--- src/rtl/wb_write_queue_if.sv ---
// Bus bundle for wb_write_queue: write-back handshake, register-file write port
// and the two forwarding lookup ports.
interface wb_write_queue_if #(
    parameter int DEPTH  = 4,
    parameter int DATA_W = 32,
    parameter int ADDR_W = 5
);
    localparam int CNT_W = $clog2(DEPTH) + 1;

    logic              in_valid;
    logic              in_ready;
    logic [ADDR_W-1:0] in_addr;
    logic [DATA_W-1:0] in_data;
    logic              hold;

    logic              regwrite;
    logic [ADDR_W-1:0] writereg;
    logic [DATA_W-1:0] writedata;

    logic [CNT_W-1:0]  count;
    logic              empty;

    logic [ADDR_W-1:0] q1_addr;
    logic [ADDR_W-1:0] q2_addr;
    logic              q1_hit;
    logic              q2_hit;
    logic [DATA_W-1:0] q1_data;
    logic [DATA_W-1:0] q2_data;

    // Pipeline / lookup side
    modport master (
        output in_valid, in_addr, in_data, hold, q1_addr, q2_addr,
        input  in_ready, regwrite, writereg, writedata, count, empty,
        input  q1_hit, q2_hit, q1_data, q2_data
    );

    // Queue side
    modport slave (
        input  in_valid, in_addr, in_data, hold, q1_addr, q2_addr,
        output in_ready, regwrite, writereg, writedata, count, empty,
        output q1_hit, q2_hit, q1_data, q2_data
    );
endinterface

--- src/rtl/wb_write_queue.sv ---
// Write-back queue feeding the register-file write port, one drain per cycle.
// Define WB_FWD_EN to build the youngest-match forwarding lookup on q1/q2.
module wb_write_queue #(
    parameter int DEPTH  = 4,
    parameter int DATA_W = 32,
    parameter int ADDR_W = 5
) (
    input  logic               clk,
    input  logic               rst_n,
    wb_write_queue_if.slave    bus
);
    localparam int PTR_W = $clog2(DEPTH);
    localparam int CNT_W = PTR_W + 1;

    logic [PTR_W-1:0]  wr_ptr_q, wr_ptr_d;
    logic [PTR_W-1:0]  rd_ptr_q, rd_ptr_d;
    logic [CNT_W-1:0]  count_q, count_d;
    logic              regwrite_q, regwrite_d;
    logic [ADDR_W-1:0] writereg_q, writereg_d;
    logic [DATA_W-1:0] writedata_q, writedata_d;

    logic [ADDR_W-1:0] addr_mem [DEPTH];
    logic [DATA_W-1:0] data_mem [DEPTH];

    logic in_ready;
    logic accept;
    logic store;
    logic drain;

    // Full queue refuses input even if it drains this cycle: no bypass path.
    assign in_ready = (count_q != CNT_W'(DEPTH));
    assign accept   = bus.in_valid && in_ready;
    assign store    = accept && (bus.in_addr != '0);
    assign drain    = (count_q != '0) && !bus.hold;

    always_comb begin
        wr_ptr_d    = wr_ptr_q;
        rd_ptr_d    = rd_ptr_q;
        count_d     = count_q;
        regwrite_d  = 1'b0;
        writereg_d  = writereg_q;
        writedata_d = writedata_q;

        if (store) begin
            wr_ptr_d = wr_ptr_q + PTR_W'(1);
        end

        if (drain) begin
            rd_ptr_d    = rd_ptr_q + PTR_W'(1);
            regwrite_d  = 1'b1;
            writereg_d  = addr_mem[rd_ptr_q];
            writedata_d = data_mem[rd_ptr_q];
        end

        case ({store, drain})
            2'b10:   count_d = count_q + CNT_W'(1);
            2'b01:   count_d = count_q - CNT_W'(1);
            default: count_d = count_q;
        endcase
    end

    always_ff @(posedge clk) begin
        if (!rst_n) begin
            wr_ptr_q    <= '0;
            rd_ptr_q    <= '0;
            count_q     <= '0;
            regwrite_q  <= 1'b0;
            writereg_q  <= '0;
            writedata_q <= '0;
        end else begin
            wr_ptr_q    <= wr_ptr_d;
            rd_ptr_q    <= rd_ptr_d;
            count_q     <= count_d;
            regwrite_q  <= regwrite_d;
            writereg_q  <= writereg_d;
            writedata_q <= writedata_d;
        end
    end

    // Entry storage is deliberately left out of reset; validity comes from count.
    always_ff @(posedge clk) begin
        if (rst_n && store) begin
            addr_mem[wr_ptr_q] <= bus.in_addr;
            data_mem[wr_ptr_q] <= bus.in_data;
        end
    end

    assign bus.in_ready  = in_ready;
    assign bus.regwrite  = regwrite_q;
    assign bus.writereg  = writereg_q;
    assign bus.writedata = writedata_q;
    assign bus.count     = count_q;
    assign bus.empty     = (count_q == '0);

`ifdef WB_FWD_EN
    // Scan oldest to youngest so the last match (youngest) wins.
    function automatic logic [DATA_W:0] lookup(input logic [ADDR_W-1:0] a);
        logic [DATA_W:0]  r;
        logic [PTR_W-1:0] idx;
        r = '0;
        for (int k = 0; k < DEPTH; k++) begin
            idx = rd_ptr_q + PTR_W'(k);
            if ((CNT_W'(k) < count_q) && (a != '0) && (addr_mem[idx] == a)) begin
                r = {1'b1, data_mem[idx]};
            end
        end
        return r;
    endfunction

    assign {bus.q1_hit, bus.q1_data} = lookup(bus.q1_addr);
    assign {bus.q2_hit, bus.q2_data} = lookup(bus.q2_addr);
`else
    logic unused_fwd_addr;
    assign unused_fwd_addr = ^{bus.q1_addr, bus.q2_addr};

    assign bus.q1_hit  = 1'b0;
    assign bus.q2_hit  = 1'b0;
    assign bus.q1_data = '0;
    assign bus.q2_data = '0;
`endif

endmodule
--- src/flat_wrapper.sv ---
// flat-port wrapper written by rule: the top's interface ports become plain ports
module wb_write_queue_flat 
#(
    parameter int DEPTH  = 4,
    parameter int DATA_W = 32,
    parameter int ADDR_W = 5
)
  (clk, rst_n, bus_in_valid, bus_in_addr, bus_in_data, bus_hold, bus_q1_addr, bus_q2_addr, bus_in_ready, bus_regwrite, bus_writereg, bus_writedata, bus_count, bus_empty, bus_q1_hit, bus_q2_hit, bus_q1_data, bus_q2_data);
  wb_write_queue_if #(.DEPTH(DEPTH), .DATA_W(DATA_W), .ADDR_W(ADDR_W)) bus_i ();
  input  logic clk;
  input  logic rst_n;
  input wire logic [$bits(bus_i.in_valid)-1:0] bus_in_valid;
  input wire logic [$bits(bus_i.in_addr)-1:0] bus_in_addr;
  input wire logic [$bits(bus_i.in_data)-1:0] bus_in_data;
  input wire logic [$bits(bus_i.hold)-1:0] bus_hold;
  input wire logic [$bits(bus_i.q1_addr)-1:0] bus_q1_addr;
  input wire logic [$bits(bus_i.q2_addr)-1:0] bus_q2_addr;
  output wire logic [$bits(bus_i.in_ready)-1:0] bus_in_ready;
  output wire logic [$bits(bus_i.regwrite)-1:0] bus_regwrite;
  output wire logic [$bits(bus_i.writereg)-1:0] bus_writereg;
  output wire logic [$bits(bus_i.writedata)-1:0] bus_writedata;
  output wire logic [$bits(bus_i.count)-1:0] bus_count;
  output wire logic [$bits(bus_i.empty)-1:0] bus_empty;
  output wire logic [$bits(bus_i.q1_hit)-1:0] bus_q1_hit;
  output wire logic [$bits(bus_i.q2_hit)-1:0] bus_q2_hit;
  output wire logic [$bits(bus_i.q1_data)-1:0] bus_q1_data;
  output wire logic [$bits(bus_i.q2_data)-1:0] bus_q2_data;
  assign bus_i.in_valid = bus_in_valid;
  assign bus_i.in_addr = bus_in_addr;
  assign bus_i.in_data = bus_in_data;
  assign bus_i.hold = bus_hold;
  assign bus_i.q1_addr = bus_q1_addr;
  assign bus_i.q2_addr = bus_q2_addr;
  assign bus_in_ready = bus_i.in_ready;
  assign bus_regwrite = bus_i.regwrite;
  assign bus_writereg = bus_i.writereg;
  assign bus_writedata = bus_i.writedata;
  assign bus_count = bus_i.count;
  assign bus_empty = bus_i.empty;
  assign bus_q1_hit = bus_i.q1_hit;
  assign bus_q2_hit = bus_i.q2_hit;
  assign bus_q1_data = bus_i.q1_data;
  assign bus_q2_data = bus_i.q2_data;
  wb_write_queue #(.DEPTH(DEPTH), .DATA_W(DATA_W), .ADDR_W(ADDR_W)) u_core (.clk(clk), .rst_n(rst_n), .bus(bus_i));
endmodule
--- config.mk ---
export PLATFORM = sky130hd
export DESIGN_NAME = wb_write_queue_flat
export DESIGN_NICKNAME = d
export VERILOG_FILES = /design/src/rtl/wb_write_queue_if.sv /design/src/rtl/wb_write_queue.sv /design/src/flat_wrapper.sv
export SDC_FILE = /design/constraint.sdc
export NUM_CORES = 1
export LEC_CHECK = 0
export ABC_AREA = 1
export BUFFER_PORTS_ARGS = -buffer_cell sky130_fd_sc_hd__buf_2
export CORE_ASPECT_RATIO = 1.4
export CORE_UTILIZATION = 60
export DETAILED_ROUTE_END_ITERATION = 8
export PLACE_DENSITY = 0.93
export RECOVER_POWER = 100
export REMOVE_ABC_BUFFERS = 1
export SETUP_SLACK_MARGIN = 0.15
export SLEW_MARGIN = 20
export SYNTH_ARGS = -nofsm -noshare
export SYNTH_HDL_FRONTEND = slang
export SYNTH_SLANG_ARGS = --single-unit
--- constraint.sdc ---
create_clock -name clk -period 7.4 [get_ports clk]
set_input_delay 1.11 -clock clk [delete_from_list [all_inputs] [get_ports clk]]
set_output_delay 1.11 -clock clk [all_outputs]
set_load 0.02 [all_outputs]
==> results.py <==
metrics = {
    "clocking": {
        "post_cts_resized": 0,
        "cts_setup_buffers": 0,
        "clock_path_buffers": 2,
        "cts.sinks": 193,
        "htreeDepth": 4,
        "cts_tree": "done",
        "cts_hold_buf": 0,
        "cts_buffers": 17,
        "worstSkewPairLatency_ns": 0.43,
        "clk_pin_slew_ns": 0.07,
        "ctsRootBufferMaster": "clkbuf_16",
    },
    "setup_path": {
        "reg2reg_to": "u_core.bus.count[2]$_SDFFE_PN0P_",
        "crit_required_ns": 7.73,
        "critPathKind": "primary input to flip-flop",
        "end_kind": "flip-flop",
        "ff2ff_setup_slack_ns": 2.93,
        "r2r_cells": 12,
        "reg2reg_from": "u_core.bus.count[0]$_SDFFE_PN0P_",
        "critPathCapture": "u_core.bus.count[2]$_SDFFE_PN0P_",
        "cp-start-kind": "primary input",
        "crit_fanout": 41,
        "crit_path_start": "bus_hold",
        "worstPathArrival_ns": 5.03,
    },
    "sta": {
        "hold_violations": 0,
        "worstMarginPinSlew_ns": 2.06,
        "setup_violations": 0,
        "maxSlewViolCount": 170,
        "fmax_mhz": 213,
        "rsz0062_at_grt": "false",
        "slew_headroom": -0.378,
        "finalCritPeriodShare": 0.635,
        "setup_tns_ns": 0,
        "fin_crit_ns": 4.70,
        "fin_skew_ns": 0.00933,
    },
    "routing": {
        "drt-total-wl_um": 16900,
        "initialDrtViolationCount": 498,
        "num_vias": 5775,
        "ant_nets": 0,
        "drc_errors": 0,
        "first_pass_iters": 5,
        "via_per_inst": 4.99,
        "wl_per_cell_um": 14.6,
    },
    "logic_synthesis": {
        "synthCells": 887,
        "syn_area_um2": 8580,
        "synth_top_cells_by_area": "edfxtp_1 52%, dfxtp_1 10%, nor2_1 7.3%",
        "syn_avg_cell_area_um2": 9.68,
        "ys_seq_area_frac": 0.623,
        "ys_ff_latch": 193,
        "synth_largest_area_cell": "edfxtp_1",
        "yosys.area.top_type_share": 0.518,
        "ys_types": 19,
        "ys_warn_count": 0,
    },
    "cells_and_area": {
        "fill_cells": 997,
        "nets": 1016,
        "antenna_cells": 0,
        "drive_above_1_share": 0.0412,
        "fin_cells": 1157,
        "syn_to_final_growth_pct": 7.84,
    },
    "job": {
        "cap_violations": 6,
    },
    "outcome": {
        "status": "finished with violations",
        "violations": "capacitance limit, slew limit",
    },
    "floorplanning": {
        "start_util": 0.617,
        "fp.dieArea_um2": 14800,
        "die_w_um": 103,
        "pin_count": 160,
        "row_count": 51,
        "die_y_um": 144,
        "core_um2": 13900,
    },
    "placed_design": {
        "io_buffers": 83,
        "dp.cells": 1125,
        "hpwl_um": 9340,
        "place_congestion": 0.731,
    },
    "pwr": {
        "pwr-share-seq": 0.456,
        "power_frac_clock": 0.295,
        "sw_frac_of_total": 0.341,
        "p_sw_mw": 1.04,
        "cellPowerDensity_nw_per_um2": 330,
        "pwr-share-comb": 0.249,
        "total_power_mw": 3.05,
        "p_leak_nw": 3.74,
        "p_int_mw": 2.01,
        "irDropWorstVdd_uv": 258,
    },
    "hold_path": {
        "worstHoldPathType": "flip-flop to flip-flop",
    },
    "grt": {
        "antenna_found_initial": 0,
        "grt-ovfl-total": 0,
        "grt.total_usage": 0.241,
        "grt_pass1_wl_um": 25900,
        "grt_max_degree": 78,
        "grt_pass1_vias": 5402,
    },
}
metal layers:
metal | GRT usage | wire, um
met4 | 0.133 | 543
met3 | 0.0491 | 1450
met1 | 0.278 | 6130
met2 | 0.413 | 8760
met5 | 0 | 0
critical path, cell delays in order:
cell	delay (ns)
buf_2	0.09
inv_1	0.05
nand2_1	0.96
inv_1	1.64
ha_1	0.32
inv_1	0.08
fa_1	0.39
nor2_1	0.12
nor2_1	0.05
nand2_1	0.07
nand2_1	0.05
nand2_1	0.05
nor2_1	0.04
through the flow:
stage               area [um2]  hold WS (ns)  utilization  setup slack [ns]
finish                    9260         0.497        0.665              2.70
CTS                       9400         0.498        0.676              3.87
global route              9260         0.525        0.665              2.45
detailed placement        8810         0.481        0.633              3.44
floorplan                 8080         0.497            -              3.87
global placement          8810         0.472        0.633              3.47
cells in the final DEF, fill, tap and decap left out, types with 3 or more instances in the layout:
cell        instances
buf_2               3
a21oi_1            41
and2_0             17
o21ai_0             3
inv_1             132
and2_1             20
buf_4               3
conb_1             66
clkbuf_1           85
clkinv_4            4
nand2_1           162
ha_1                5
dfxtp_1            43
clkinvlp_4          3
nor2_1            168
nand3_1            40
edfxtp_1          148
clkbuf_16          18
cells in the mapped netlist, drive strengths merged:
master	number
xor2	1
edfxtp	148
fa	1
dfxtp	45
nand2	162
ha	5
nand3	40
buf	99
o21ai	3
and2	37
a21oi	41
inv	133
nor2	168
clkbuf	3
conb	1
area by class of cell:
class / count / area, um2 / share of cell area
inverters: 133 / 499 / 0.0539
clock inverters: 12 / 124 / 0.0134
well taps: 185 / 231 / 0.0250
clock buffers: 20 / 468 / 0.0506
multi-input cells: 524 / 2230 / 0.241
flip-flops and latches: 193 / 5350 / 0.578
repair buffers: 90 / 353 / 0.0381
state kept, by name, indices dropped and copies added, names as in the netlist:
| name | count |
|---|---|
| u_core.data_mem | 128 |
| u_core.wr_ptr_q | 2 |
| u_core.bus.writereg | 5 |
| u_core.bus.regwrite | 1 |
| u_core.bus.writedata | 32 |
| u_core.rd_ptr_q | 2 |
| u_core.addr_mem | 20 |
| u_core.bus.count | 3 |
power by group through the flow:
| stage | combinational (mW) | clock, mW | sequential, mW |
|---|---|---|---|
| after floorplan | 0.426 | 0 | 1.52 |
| after global placement | 0.737 | 0 | 1.40 |
| after detailed placement | 0.768 | 0 | 1.41 |
| after CTS | 0.788 | 0.905 | 1.39 |
| after global routing | 0.850 | 0.950 | 1.41 |
| final | 0.759 | 0.901 | 1.39 |
worst min-delay path by stage:
| stage | start | endpoint | depth (start not counted) |
|---|---|---|---|
| 2_1_floorplan | u_core.wr_ptr_q[1]$_SDFFE_PN0N_ | u_core.wr_ptr_q[1]$_SDFFE_PN0N_ | 2 |
| 3_3_place_gp | u_core.bus.count[0]$_SDFFE_PN0P_ | u_core.bus.count[0]$_SDFFE_PN0P_ | 1 |
| 3_5_place_dp | u_core.bus.count[0]$_SDFFE_PN0P_ | u_core.bus.count[0]$_SDFFE_PN0P_ | 1 |
| 4_1_cts | u_core.bus.count[0]$_SDFFE_PN0P_ | u_core.bus.count[0]$_SDFFE_PN0P_ | 1 |
| 5_1_grt | u_core.bus.count[0]$_SDFFE_PN0P_ | u_core.bus.count[0]$_SDFFE_PN0P_ | 1 |
| 6_report | u_core.bus.count[0]$_SDFFE_PN0P_ | u_core.bus.count[0]$_SDFFE_PN0P_ | 1 |
kinds of logic (layout without fill, tap and decap cells):
group                      Yosys count  after routing  synth area share
AOI/OAI and AO/OA                   44             44            0.0257
xor gates and xnor gates             1              1           0.00102
adders and majority gates            6              6           0.00962
buffers and inverters              235            255             0.146
DFF                                193            193             0.623
other                                1             66          0.000437
and+or+nand+nor                    407            407             0.195
(Power assumes the default switching activity.)
